==> src/rtl/herring_uart.sv <==
// herring_uart: 8N1 serial port on the 6502 bus with 16-entry TX and RX FIFOs and a level IRQ.
// Latency: bus accesses commit 3 clk_src after the phase-2 fall; txd falls 2 cycles after a DATA write commit.
// Backpressure: a DATA write into a full TX FIFO is dropped; an RX byte into a full RX FIFO is dropped and sets overrun.
//
// Ports: clk_src/reset (sync, active high); CPU bus cpu_clk_out, cs_n, rw, reg_sel, data_in,
//        data_out, data_oe; irq_n (registered, active low); serial txd (idles high), rxd (async).

// Generic synchronous FIFO. Full-and-pop in the same cycle accepts the push.
module herring_uart_fifo #(
   parameter int W     = 8,
   parameter int DEPTH = 16
) (
   input  logic         clk_src,
   input  logic         reset,
   input  logic         push_vld,
   input  logic [W-1:0] push_dat,
   input  logic         pop_vld,
   output logic [W-1:0] head_dat,
   output logic         full,
   output logic         empty
);
   localparam int AW = $clog2(DEPTH);
   localparam logic [AW:0] PTR_ONE = 1;

   logic [W-1:0] mem [DEPTH];
   logic [AW:0]  wr_ptr;
   logic [AW:0]  rd_ptr;
   logic         push_ok;
   logic         pop_ok;

   // Pointers carry one extra wrap bit so full and empty are distinguishable.
   assign empty    = (wr_ptr == rd_ptr);
   assign full     = (wr_ptr[AW] != rd_ptr[AW]) && (wr_ptr[AW-1:0] == rd_ptr[AW-1:0]);
   assign pop_ok   = pop_vld & ~empty;
   assign push_ok  = push_vld & (~full | pop_ok);
   assign head_dat = mem[rd_ptr[AW-1:0]];

   always_ff @(posedge clk_src) begin
      if (reset) begin
         wr_ptr <= '0;
         rd_ptr <= '0;
      end else begin
         if (push_ok) wr_ptr <= wr_ptr + PTR_ONE;
         if (pop_ok)  rd_ptr <= rd_ptr + PTR_ONE;
      end
   end

   always_ff @(posedge clk_src) begin
      if (push_ok) mem[wr_ptr[AW-1:0]] <= push_dat;
   end
endmodule

module herring_uart #(
   parameter int CLKS_PER_BIT = 434,
   parameter int FIFO_DEPTH   = 16
) (
   input  logic       clk_src,
   input  logic       reset,
   input  logic       cpu_clk_out,
   input  logic       cs_n,
   input  logic       rw,
   input  logic [1:0] reg_sel,
   input  logic [7:0] data_in,
   output logic [7:0] data_out,
   output logic       data_oe,
   output logic       irq_n,
   output logic       txd,
   input  logic       rxd
);
   localparam int CW = $clog2(CLKS_PER_BIT);
   localparam logic [CW-1:0] BIT_END  = CW'(CLKS_PER_BIT - 1);
   localparam logic [CW-1:0] HALF_END = CW'(CLKS_PER_BIT / 2 - 1);
   localparam logic [CW-1:0] CNT_ONE  = 1;

   typedef struct packed {
      logic       cs_n;
      logic       rw;
      logic [1:0] reg_sel;
      logic [7:0] dat;
   } bus_t;

   typedef enum logic [1:0] {TX_IDLE, TX_START, TX_DATA, TX_STOP} tx_state_t;
   typedef enum logic [1:0] {RX_IDLE, RX_START, RX_DATA, RX_STOP} rx_state_t;

   // ---------------- bus capture ----------------
   logic p2_s1, p2_s2, p2_d;
   bus_t bus_lat;
   logic commit_vld, wr_data, rd_data, wr_stat, wr_ctrl;

   always_ff @(posedge clk_src) begin
      if (reset) begin
         p2_s1   <= 1'b0;
         p2_s2   <= 1'b0;
         p2_d    <= 1'b0;
         bus_lat <= '{cs_n: 1'b1, rw: 1'b1, reg_sel: 2'b00, dat: 8'h00};
      end else begin
         p2_s1 <= cpu_clk_out;
         p2_s2 <= p2_s1;
         p2_d  <= p2_s2;
         // Keep refreshing while phase-2 is high; the last copy is what commits.
         if (p2_s2) bus_lat <= '{cs_n: cs_n, rw: rw, reg_sel: reg_sel, dat: data_in};
      end
   end

   assign commit_vld = p2_d & ~p2_s2 & ~bus_lat.cs_n;
   assign wr_data    = commit_vld & ~bus_lat.rw & (bus_lat.reg_sel == 2'd0);
   assign rd_data    = commit_vld &  bus_lat.rw & (bus_lat.reg_sel == 2'd0);
   assign wr_stat    = commit_vld & ~bus_lat.rw & (bus_lat.reg_sel == 2'd1);
   assign wr_ctrl    = commit_vld & ~bus_lat.rw & (bus_lat.reg_sel == 2'd2);

   // ---------------- FIFOs ----------------
   logic [7:0] tx_head, rx_head, rx_shift;
   logic       tx_full, tx_empty, rx_full, rx_empty;
   logic       tx_pop, rx_push_vld;
   tx_state_t  tx_state;
   rx_state_t  rx_state;

   herring_uart_fifo #(.W(8), .DEPTH(FIFO_DEPTH)) u_tx_fifo (
      .clk_src (clk_src),
      .reset   (reset),
      .push_vld(wr_data),
      .push_dat(bus_lat.dat),
      .pop_vld (tx_pop),
      .head_dat(tx_head),
      .full    (tx_full),
      .empty   (tx_empty)
   );

   herring_uart_fifo #(.W(8), .DEPTH(FIFO_DEPTH)) u_rx_fifo (
      .clk_src (clk_src),
      .reset   (reset),
      .push_vld(rx_push_vld),
      .push_dat(rx_shift),
      .pop_vld (rd_data),
      .head_dat(rx_head),
      .full    (rx_full),
      .empty   (rx_empty)
   );

   // ---------------- transmitter ----------------
   logic [CW-1:0] tx_cnt;
   logic [2:0]    tx_bit;
   logic [7:0]    tx_shift;
   logic          tx_idle;

   assign tx_pop  = (tx_state == TX_IDLE) & ~tx_empty;
   assign tx_idle = tx_empty & (tx_state == TX_IDLE);

   // txd is a registered copy of the current state's line level, so it trails
   // the state by one cycle; every bit still lasts exactly CLKS_PER_BIT.
   always_ff @(posedge clk_src) begin
      if (reset) begin
         tx_state <= TX_IDLE;
         tx_cnt   <= '0;
         tx_bit   <= '0;
         tx_shift <= '0;
         txd      <= 1'b1;
      end else begin
         txd <= (tx_state == TX_START) ? 1'b0 :
                (tx_state == TX_DATA)  ? tx_shift[0] : 1'b1;
         case (tx_state)
            TX_IDLE: begin
               if (!tx_empty) begin
                  tx_shift <= tx_head;
                  tx_cnt   <= '0;
                  tx_state <= TX_START;
               end
            end
            TX_START: begin
               if (tx_cnt == BIT_END) begin
                  tx_cnt   <= '0;
                  tx_bit   <= '0;
                  tx_state <= TX_DATA;
               end else tx_cnt <= tx_cnt + CNT_ONE;
            end
            TX_DATA: begin
               if (tx_cnt == BIT_END) begin
                  tx_cnt   <= '0;
                  tx_shift <= {1'b0, tx_shift[7:1]};
                  if (tx_bit == 3'd7) tx_state <= TX_STOP;
                  else                tx_bit   <= tx_bit + 3'd1;
               end else tx_cnt <= tx_cnt + CNT_ONE;
            end
            TX_STOP: begin
               if (tx_cnt == BIT_END) begin
                  tx_cnt   <= '0;
                  tx_state <= TX_IDLE;
               end else tx_cnt <= tx_cnt + CNT_ONE;
            end
            default: tx_state <= TX_IDLE;
         endcase
      end
   end

   // ---------------- receiver ----------------
   logic          rx_s1, rx_s2;
   logic [CW-1:0] rx_cnt;
   logic [2:0]    rx_bit;
   logic          fe_evt, ov_evt;

   assign rx_push_vld = (rx_state == RX_STOP) & (rx_cnt == BIT_END);
   assign fe_evt      = rx_push_vld & ~rx_s2;
   // A pop committing in the same cycle frees a slot, so that push is not an overrun.
   assign ov_evt      = rx_push_vld & rx_full & ~rd_data;

   always_ff @(posedge clk_src) begin
      if (reset) begin
         rx_s1    <= 1'b1;
         rx_s2    <= 1'b1;
         rx_state <= RX_IDLE;
         rx_cnt   <= '0;
         rx_bit   <= '0;
         rx_shift <= '0;
      end else begin
         rx_s1 <= rxd;
         rx_s2 <= rx_s1;
         case (rx_state)
            RX_IDLE: begin
               if (!rx_s2) begin
                  rx_cnt   <= '0;
                  rx_state <= RX_START;
               end
            end
            RX_START: begin
               if (rx_cnt == HALF_END) begin
                  rx_cnt   <= '0;
                  rx_bit   <= '0;
                  // Line back high at mid start bit means it was a glitch.
                  rx_state <= rx_s2 ? RX_IDLE : RX_DATA;
               end else rx_cnt <= rx_cnt + CNT_ONE;
            end
            RX_DATA: begin
               if (rx_cnt == BIT_END) begin
                  rx_cnt   <= '0;
                  rx_shift <= {rx_s2, rx_shift[7:1]};
                  if (rx_bit == 3'd7) rx_state <= RX_STOP;
                  else                rx_bit   <= rx_bit + 3'd1;
               end else rx_cnt <= rx_cnt + CNT_ONE;
            end
            RX_STOP: begin
               if (rx_cnt == BIT_END) begin
                  rx_cnt   <= '0;
                  rx_state <= RX_IDLE;
               end else rx_cnt <= rx_cnt + CNT_ONE;
            end
            default: rx_state <= RX_IDLE;
         endcase
      end
   end

   // ---------------- control, flags, interrupt ----------------
   logic [1:0] ctrl;
   logic       overrun, framing_err;
   logic [7:0] status;

   always_ff @(posedge clk_src) begin
      if (reset) begin
         ctrl        <= 2'b00;
         overrun     <= 1'b0;
         framing_err <= 1'b0;
         irq_n       <= 1'b1;
      end else begin
         if (wr_ctrl) ctrl <= bus_lat.dat[1:0];
         // A new error event in the same cycle as a clear wins.
         if (wr_stat) begin
            overrun     <= 1'b0;
            framing_err <= 1'b0;
         end
         if (ov_evt) overrun     <= 1'b1;
         if (fe_evt) framing_err <= 1'b1;
         irq_n <= ~((ctrl[0] & ~rx_empty) | (ctrl[1] & tx_idle));
      end
   end

   assign status  = {~irq_n, 2'b00, tx_idle, framing_err, overrun, ~tx_full, ~rx_empty};
   assign data_oe = ~cs_n & rw & cpu_clk_out;

   always_comb begin
      data_out = 8'h00;
      if (!cs_n && rw) begin
         case (reg_sel)
            2'd0:    data_out = rx_empty ? 8'h00 : rx_head;
            2'd1:    data_out = status;
            2'd2:    data_out = {6'b000000, ctrl};
            default: data_out = 8'h00;
         endcase
      end
   end
endmodule

==> config.mk <==
export PLATFORM = sky130hd
export DESIGN_NAME = herring_uart
export DESIGN_NICKNAME = d
export VERILOG_FILES = /design/src/rtl/herring_uart.sv
export SDC_FILE = /design/constraint.sdc
export NUM_CORES = 1
export LEC_CHECK = 0
export ABC_AREA = 0
export CAP_MARGIN = 25
export CORE_ASPECT_RATIO = 2
export CORE_MARGIN = 8
export CORE_UTILIZATION = 50
export DETAILED_ROUTE_END_ITERATION = 10
export GPL_ROUTABILITY_DRIVEN = 0
export PLACE_DENSITY = 0.64
export RECOVER_POWER = 50
export SYNTH_ARGS = -nofsm -noshare
export SYNTH_HDL_FRONTEND = slang
export SYNTH_SLANG_ARGS = --single-unit
==> constraint.sdc <==
create_clock -name clk_src -period 3.8 [get_ports clk_src]
set_clock_uncertainty 0.05 [all_clocks]
set_input_delay 1.14 -clock clk_src [delete_from_list [all_inputs] [get_ports clk_src]]
set_output_delay 1.14 -clock clk_src [all_outputs]
set_load 0.005 [all_outputs]
==> impl_metrics.tcl <==
set metrics [dict create \
    run_status "finished, final reports clean" \
    floorplan.initialDensity 0.508 \
    tritoncts_clock_tree "yes" \
    fp.dieArea_um2 34600 \
    finalSetupViolCount 0 \
    final-instance-count-excl-fill 1382 \
    grt_remaining_overflow 0 \
    clock_sink_count 351 \
    synthCells 922 \
    critical_path.max_fanout 3 \
    die_width_um 136 \
    holdWs_ps 368 \
    max_slew_margin 0.0806 \
    num_io_pins 27 \
    power_per_cell_area_nw_per_um2 515 \
    max_slew.worst_pin.slew_ps 1380 \
    route.detailed.drc 0 \
    syn_area_um2 14300 \
    num-nets-final 1042 \
    vias_per_cell 5.77 \
    buffer_ports.inserted 26 \
    timing.hold.worst.class "reg -> reg" \
    power.leakage_nw 5.58 \
    cp-end-kind "output pin" \
    maxCapViolations 0 \
    critical_path_arrival_ps 2560 \
    synth_seq_area_share 0.670 \
    grt_antenna_before_repair 0 \
    grt_start_max_net_pins 64 \
    antenna_left 0 \
    synth-async-reset-ratio 0 \
    antenna_cells 0 \
    route.final.wire_length_mm 31.1 \
    final_period_minus_worst_setup_slack_ps 3750 \
    finalMaxSlewViolations 0 \
    final_min_period_over_clock_period 0.988 \
    number_of_global_route_vias_before_repair 8410 \
    critical_setup_path_class "reg -> out" \
    irDropWorstVdd_uv 393 \
    cts.htree.levels 1 \
    yosysWarningCount 0 \
    setup.worst_path.start_class "flip-flop" \
    synth.avg_cell_area_um2 15.5 \
    drive_above_1_share 0.213 \
    ctsRootBufferMaster "sky130_fd_sc_hd__clkbuf_16" \
    total_power_mw 8.50 \
    max_freq_ghz 0.266 \
    die_h_um 255 \
    final_critical_path_setup_slack_ps 46.2 \
    clock_insertion_delay_worst_skew_ps 590 \
    post_synth_num_cell_types 59 \
    finish.utilization 0.586 \
    clkSlewWorstSetupHoldPaths_ps 70 \
    drt_first_pass_iters 5 \
    cp.required_ps 2610 \
    drtIter0Drc 462 \
    clock_path_buffers 3 \
    globalRouteTotalUtil 0.186 \
    synth.ff_latch_count 351 \
    synth.net_count 962 \
    core_area_um2 28200 \
    tritoncts_buffers 31 \
    finalHoldViolCount 0 \
    syn_to_layout_area_delta_pct 15.4 \
    routed_wire_length_per_instance_um 22.5 \
    place.detailed.hpwl_mm 21.0 \
    core.rowCount 87 \
    setup_repair_after_global_routing_missed_its_margin "no" \
    dp_cells 1308 \
    cts-hold-fix-buffers 0 \
    grt_pass1_wl_mm 48.1 \
    number_of_enable_type_register_cells_in_the_synthesized_netlist 256 \
    synth_top_flop_cell "sky130_fd_sc_hd__edfxtp_1" \
    via_count 7977 \
    preCtsSetupSlack_ps -407 \
]
-- Yosys cell counts, drive strengths merged, types with 3 or more instances --
| library cell | number | area (um2) |
|---|---|---|
| mux2 | 6 | 67.6 |
| nand3 | 11 | 55.1 |
| a221oi | 7 | 61.3 |
| nor3b | 3 | 22.5 |
| nor2 | 88 | 330 |
| mux2i | 38 | 380 |
| o211ai | 3 | 22.5 |
| nor2b | 11 | 68.8 |
| o21ai | 37 | 185 |
| xor2 | 9 | 78.8 |
| nor4b | 3 | 38.8 |
| buf | 25 | 119 |
| mux4 | 66 | 1490 |
| and2 | 3 | 18.8 |
| or2 | 5 | 31.3 |
| ha | 24 | 300 |
| o22a | 7 | 61.3 |
| nand4 | 8 | 50.1 |
| clkbuf | 16 | 60.1 |
| nand2b | 8 | 50.1 |
| a31oi | 5 | 46.3 |
| o221ai | 7 | 61.3 |
| nor3 | 11 | 55.1 |
| nand2 | 29 | 109 |
| nand3b | 10 | 75.1 |
| inv | 21 | 78.8 |
| xnor2 | 18 | 158 |
| a21oi | 31 | 159 |
| and3 | 25 | 156 |
| a211oi | 8 | 60.1 |
| edfxtp | 256 | 7690 |
| dfxtp | 95 | 1900 |
-- power breakdown --
group	total, mW	switching (mW)	leakage, nW	internal (mW)
registers	4.26	0.114	3.14	4.15
logic	0.928	0.491	1.92	0.436
clock network	3.31	1.40	0.513	1.91
-- what timing repair did --
action	4_1_cts	5_1_grt
pin swaps	5	6
setup buffers	16	2
gates resized for setup	50	16
cloned	2	0
setup endpoints to repair	9	9
-- cells in the final DEF, fill, tap and decap left out, types with 7 or more instances in the layout --
cell and instances:
sky130_fd_sc_hd__nand2b_1 7, sky130_fd_sc_hd__inv_1 21, sky130_fd_sc_hd__o221ai_1 7, sky130_fd_sc_hd__mux2i_1 38, sky130_fd_sc_hd__nor3_1 9, sky130_fd_sc_hd__nand4_1 8
sky130_fd_sc_hd__mux4_2 66, sky130_fd_sc_hd__ha_1 24, sky130_fd_sc_hd__clkdlybuf4s50_1 15, sky130_fd_sc_hd__xnor2_1 18, sky130_fd_sc_hd__nand2_1 29, sky130_fd_sc_hd__nor2_1 88
sky130_fd_sc_hd__a211oi_1 8, sky130_fd_sc_hd__dfxtp_1 92, sky130_fd_sc_hd__buf_6 8, sky130_fd_sc_hd__clkbuf_16 31, sky130_fd_sc_hd__o21ai_1 10, sky130_fd_sc_hd__buf_4 47
sky130_fd_sc_hd__and3_1 25, sky130_fd_sc_hd__o21ai_0 23, sky130_fd_sc_hd__nand3_1 11, sky130_fd_sc_hd__o22a_1 7, sky130_fd_sc_hd__a21oi_1 30, sky130_fd_sc_hd__edfxtp_1 256
sky130_fd_sc_hd__xor2_1 9, sky130_fd_sc_hd__nand3b_1 10, sky130_fd_sc_hd__a221oi_1 7, sky130_fd_sc_hd__nor2b_1 10
-- final timing paths --
path	from	to	slack [ps]	cells after the start
setup reg to reg	p2_s2	u_tx_fifo.wr_ptr[4]	1040	4
setup / recovery	flip-flop	data_out[1]	50	8
hold reg to reg	rx_s1	rx_s2	370	1
hold / removal	rx_s1	rx_s2	370	1
-- worst max-delay path, stage by stage (launching register included) --
cell and delay [ps]:
sky130_fd_sc_hd__dfxtp_4 390, sky130_fd_sc_hd__buf_12 110, sky130_fd_sc_hd__buf_4 140, sky130_fd_sc_hd__buf_4 130, sky130_fd_sc_hd__mux4_2 490, sky130_fd_sc_hd__mux2_2 300
sky130_fd_sc_hd__o21ai_2 190, sky130_fd_sc_hd__o22ai_1 120, sky130_fd_sc_hd__clkbuf_2 130
-- final cells by class --
cell class / count / area [um2]
fill: 2156 / 11700
sequential: 351 / 9600
multi-input combinational: 509 / 4530
timing repair buffer: 88 / 786
clock buffer: 33 / 783
tap: 356 / 445
clock inverter: 24 / 295
inverter: 21 / 78.8
-- state kept, by name (all words and copies together), names as in the netlist, 2 cells and up, named ones only --
name	flops
bus_lat	12
ctrl	2
rx_bit	3
rx_cnt	9
rx_shift	8
tx_bit	3
tx_cnt	9
tx_shift	8
tx_state	2
u_rx_fifo.mem	128
u_rx_fifo.rd_ptr	5
u_rx_fifo.wr_ptr	5
u_tx_fifo.mem	128
u_tx_fifo.rd_ptr	5
u_tx_fifo.wr_ptr	5
-- layer usage --
| layer | track usage | part of all wire |
|---|---|---|
| met1 | 0.189 | 0.35 |
| met2 | 0.360 | 0.58 |
| met3 | 0.0220 | 0.031 |
| met5 | 0 | 0 |
| met4 | 0.0906 | 0.040 |
-- stage by stage --
step                area [um2]  TNS, ps
finish                   16500        0
global route             16500        0
CTS                      16600     -117
detailed placement       15200    -2330
global placement         15200    -2310
floorplan                14300        0
-- cell families (layout without fill, tap and decap cells) --
family	after synthesis	count (layout)	share of synthesized area
adders and majority gates	24	24	0.0210
xor gates and xnor gates	27	27	0.0165
buffers and inverters	62	166	0.0180
muxes	110	110	0.135
and+or+nand+nor	223	223	0.0799
DFF	351	351	0.670
AOI/OAI and AO/OA	125	125	0.0595
Note: power is estimated with default switching activity, not from simulation.
